<file path="src/rtl/vga_timing_gen.sv">
// VGA raster timing generator: pixel-rate strobe, x/y counters, registered syncs and active flag.
// Optional frame counter output is enabled by defining VGA_FRAME_CNT_EN.
module vga_timing_gen #(
  parameter int unsigned CLK_DIV  = 4,
  parameter int unsigned H_ACTIVE = 640,
  parameter int unsigned H_FP     = 16,
  parameter int unsigned H_SYNC   = 96,
  parameter int unsigned H_BP     = 48,
  parameter int unsigned V_ACTIVE = 480,
  parameter int unsigned V_FP     = 10,
  parameter int unsigned V_SYNC   = 2,
  parameter int unsigned V_BP     = 33
) (
  input  logic        clkin,
  input  logic        rst_n,
  output logic        pix_en,
  output logic [15:0] xcoord,
  output logic [15:0] ycoord,
  output logic        active,
  output logic        Hsync,
  output logic        Vsync,
  output logic        frame_start
`ifdef VGA_FRAME_CNT_EN
  ,
  output logic [15:0] frame_cnt
`endif
);

  localparam int unsigned H_TOTAL = H_ACTIVE + H_FP + H_SYNC + H_BP;
  localparam int unsigned V_TOTAL = V_ACTIVE + V_FP + V_SYNC + V_BP;

  localparam logic [4:0]  DIV_LAST = 5'(CLK_DIV - 1);
  localparam logic [15:0] H_LAST   = 16'(H_TOTAL - 1);
  localparam logic [15:0] V_LAST   = 16'(V_TOTAL - 1);
  localparam logic [15:0] H_ACT    = 16'(H_ACTIVE);
  localparam logic [15:0] V_ACT    = 16'(V_ACTIVE);
  localparam logic [15:0] HS_BEG   = 16'(H_ACTIVE + H_FP);
  localparam logic [15:0] HS_END   = 16'(H_ACTIVE + H_FP + H_SYNC - 1);
  localparam logic [15:0] VS_BEG   = 16'(V_ACTIVE + V_FP);
  localparam logic [15:0] VS_END   = 16'(V_ACTIVE + V_FP + V_SYNC - 1);

  logic [4:0]  div_cnt;
  logic [15:0] x_next;
  logic [15:0] y_next;
  logic        line_end;
  logic        frame_end;

  always_comb begin
    line_end  = (xcoord == H_LAST);
    frame_end = (ycoord == V_LAST);
    x_next    = xcoord;
    y_next    = ycoord;
    if (pix_en) begin
      if (line_end) begin
        x_next = '0;
        y_next = frame_end ? '0 : ycoord + 16'd1;
      end else begin
        x_next = xcoord + 16'd1;
      end
    end
  end

  assign frame_start = pix_en && line_end && frame_end;

  // Syncs and active are derived from the next-state counters so they
  // switch on the same edge as the coordinates while staying registered.
  always_ff @(posedge clkin or negedge rst_n) begin
    if (!rst_n) begin
      div_cnt <= '0;
      pix_en  <= 1'b0;
      xcoord  <= '0;
      ycoord  <= '0;
      active  <= 1'b1;
      Hsync   <= 1'b1;
      Vsync   <= 1'b1;
    end else begin
      div_cnt <= (div_cnt == DIV_LAST) ? '0 : div_cnt + 5'd1;
      pix_en  <= (div_cnt == DIV_LAST);
      xcoord  <= x_next;
      ycoord  <= y_next;
      active  <= (x_next < H_ACT) && (y_next < V_ACT);
      Hsync   <= !((x_next >= HS_BEG) && (x_next <= HS_END));
      Vsync   <= !((y_next >= VS_BEG) && (y_next <= VS_END));
    end
  end

`ifdef VGA_FRAME_CNT_EN
  always_ff @(posedge clkin or negedge rst_n) begin
    if (!rst_n) begin
      frame_cnt <= '0;
    end else if (frame_start) begin
      frame_cnt <= frame_cnt + 16'd1;
    end
  end
`endif

endmodule

</file>
<file path="config.mk">
export PLATFORM = sky130hd
export DESIGN_NAME = vga_timing_gen
export DESIGN_NICKNAME = d
export VERILOG_FILES = /design/src/rtl/vga_timing_gen.sv
export SDC_FILE = /design/constraint.sdc
export NUM_CORES = 1
export LEC_CHECK = 0
export BUFFER_PORTS_ARGS = -buffer_cell sky130_fd_sc_hd__clkbuf_2
export CORE_MARGIN = 1.5
export CORE_UTILIZATION = 40
export DETAILED_ROUTE_END_ITERATION = 10
export HOLD_SLACK_MARGIN = 0.12
export PLACE_DENSITY_LB_ADDON = 0.08
export SLEW_MARGIN = 20
export SYNTH_ARGS = -nofsm -noshare
export SYNTH_HDL_FRONTEND = slang
export SYNTH_SLANG_ARGS = --single-unit
</file>
<file path="constraint.sdc">
create_clock -name clkin -period 6.9 [get_ports clkin]
set_input_delay 0.69 -clock clkin [delete_from_list [all_inputs] [get_ports clkin]]
set_output_delay 0.69 -clock clkin [all_outputs]
set_load 0.01 [all_outputs]
</file>
==> impl_results.md <==
* Status: finished, final reports clean
* Synth Flop Type: dfrtp_1
* Met1 Resource Use GR at 0.270
* Synth area leaders: dfrtp_1 (43%), xnor2_1 (6.7%), dfstp_2 (3.6%)
* M3 GR Usage at 0.0271
* Synth async-reset ratio at 1.00
* Final period util at 0.470
* Post-synth EDFFs at 0
* Slowest CP cell: dfrtp_1
* Flops & latches, synth at 41
* RSZ-0062 raised after global routing: no
* Via count at 1,814
* Max Slew Vio Count at 0
* Antenna Nets Post-Route at 0
* Critical path cell sequence: or4b_1 -> or4_1 -> nor2b_1 -> clkbuf_2
* Initial Util at 0.425
* Die footprint at 0.00599 mm2
* Worst hold path type: flop to flop
* Top-area cell type share of the netlist area at 0.430
* Final WL at 5.12 mm
* Post-route clock skew at 7.13 ps
* Antenna Cells at 0
* R2R depth at 6
* Place WS at 3710 ps
* Post-CTS Resized at 0
* Die X-Extent at 77.4 um
* Vias in the first global route at 1,694
* NumNets Final at 268
* Fin. Hold Viols at 0
* Clk_lat worst skew at 290 ps
* CTS H-Tree Depth at 2
* Worst hold endpoint: div_cnt[0]
* DR pass1 iterations at 4
* Max Cap Viol at 0
* # setup viols final at 0
* Grt total ovfl at 0
* WP buf/inv at 1
* TritonCTS Buffers at 5
* Synth warn at 0
* Crit path largest cell delay at 750 ps
* Core area at 0.00520 mm2
* Synth Cell Area at 0.00221 mm2
* Reg clk slew, reported paths at 80 ps
* Setup Buffers After CTS at 0
* Mapped Avg Cell Area at 9.79 um2
* Min Clock Period, post-route at 3240 ps
* Worst rel slew slack at 0.271
* Setup_tns at 0 ps
* Share of cells above drive strength 1 at 0.209
* Final RePlAce weighted congestion at 0.814
* Root buf cell: clkbuf_8
* F_max at 309 MHz
* Vias/cell at 5.45
* CTS tree: done
* Kind of critical path: flop to primary output
* Library cells used by synthesis at 46
* Critical path startpoint category: flop
* Hold Crit Depth at 1
* RR Startpoint: pix_en
* Peak supply drop at 0.0962 mV
* Register area share after synthesis at 0.465
* Crit-path max FO at 22
* Syn Nets at 232
* GRT Total Usage at 0.182
* Area leader, netlist: dfrtp_1
* R2R Setup Slk at 3710 ps
* Port Buffers at 38
* Hold_buf cts at 0
* Crit path arrival time at 2550 ps
* I/O pin cnt at 39
* Placed inst area at 0.00245 mm2
* Syn Inst Count at 226
* Family with the most delay on the worst path: simple AND/OR/NAND/NOR gates
* HP Start: div_cnt[0]
* Clock buffer depth at 2
* Finished Cell Area at 0.00253 mm2
* WP data required at 6210 ps
* GR Util met2 at 0.275
* Initial antenna violation count at 0
* Die extent in y at 77.4 um
* Slew @ Worst Pin at 1080 ps
* DR WL/cell at 15.4 um
* HPWL after detailed placement at 3.64 mm
* Crit end category: primary output
* Pwr dens at 158 mW/mm2
* FP Rows at 26
* Residual DRC count at 0
* First-pass GRT wire length at 8.71 mm
* RR Endpoint: active
* First DRT Iteration DRCs at 110
* Static Leakage at 1.15 nW
* Syn-to-layout area delta at 14.5%
* Worst Setup SP: pix_en
* Clock Sink Count at 41
* Gr busiest metal: met2
* Setup ws final at 3660 ps
* Largest net degree at the start of global routing at 42
[registers in the layout (all words and copies together), names as in the netlist]
| name | cells |
|---|---|
| Hsync | 1 |
| Vsync | 1 |
| active | 1 |
| div_cnt | 5 |
| pix_en | 1 |
| xcoord | 16 |
| ycoord | 16 |
[worst max-delay path by stage]
stage,endpoint,cells after the start
final,frame_start,4
after global routing,active,6
after CTS,frame_start,4
after detailed placement,active,6
after global placement,active,6
after floorplan,active,7
[worst reg2reg max path, delay by kind of cell, from the launching register on]
family / cells / cell delay (ps)
muxes: 1 / 370
and+or+nand+nor: 5 / 1980
DFF: 1 / 750
[through the flow]
step / std cells / power, mW / utilization / hold WS, ps
global placement: 325 / 0.250 / 0.470 / 456
CTS: 333 / 0.408 / 0.487 / 477
floorplan: 226 / 0.245 / - / 394
detailed placement: 325 / 0.250 / 0.470 / 465
global route: 333 / 0.417 / 0.487 / 507
finish: 333 / 0.401 / 0.487 / 466
[layer usage]
layer | part of all wire | up-vias
li1 | - | 885
met1 | 0.50 | 884
met2 | 0.46 | 39
met3 | 0.034 | 6
met4 | 0.011 | 0
met5 | 0 | -
[cell usage in the layout (no fill, tap or decap), drive strengths merged, types with 2 or more instances in the layout]
cell type	Yosys	routed
or4	4	4
nor4	8	8
or4b	2	2
clkinv	0	2
ha	4	4
or2	2	2
nor2	14	14
and4b	2	2
and4	5	5
inv	12	12
nand2	16	16
nor4b	3	3
and3	5	5
o31ai	2	2
xor2	8	8
or3	4	4
mux2	2	2
mux2i	2	2
nor2b	2	2
clkbuf	6	42
xnor2	17	17
nand2b	2	2
nand4	11	11
dfrtp	38	38
and2	2	2
nor3	11	11
dfstp	3	3
o211ai	3	3
o21ai	8	8
nand3	15	15
[power by group]
group	internal, mW	switching (mW)	total [mW]
registers	0.240	0	0.240
clock network	0.0699	0.0862	0.156
logic	0.000205	0.00444	0.00464
total	0.310	0.0906	0.401
[synth_stat cells, drive strengths merged, types with 3 or more instances]
cell     n
dfrtp   38
nor2    14
ha       4
dfstp    3
nor3    11
and4     5
o21ai    8
nor4b    3
nor4     8
and3     5
buf      3
inv     12
xor2     8
xnor2   17
nand4   11
clkbuf   6
nand2   16
or3      4
or4      4
nand3   15
o211ai   3
[cell families (layout without fill, tap and decap cells)]
| group | Yosys count | after routing | synth area share |
|---|---|---|---|
| simple gates | 112 | 112 | 0.298 |
| flops | 41 | 41 | 0.465 |
| xor+xnor | 25 | 25 | 0.0989 |
| buf+inv | 21 | 58 | 0.0401 |
| compound gates | 19 | 19 | 0.0554 |
| fa+ha+maj | 4 | 4 | 0.0226 |
| mux | 4 | 4 | 0.0192 |
[cell type report]
cell class                 count  area, um2
fill                         530       2670
multi-input combinational    164       1090
sequential                    41       1030
timing repair buffer          38        190
tap                           70       87.6
clock buffer                   5       68.8
inverter                      12       45.0
clock inverter                 3       17.5
No activity file was read; power rests on OpenSTA's default activity.
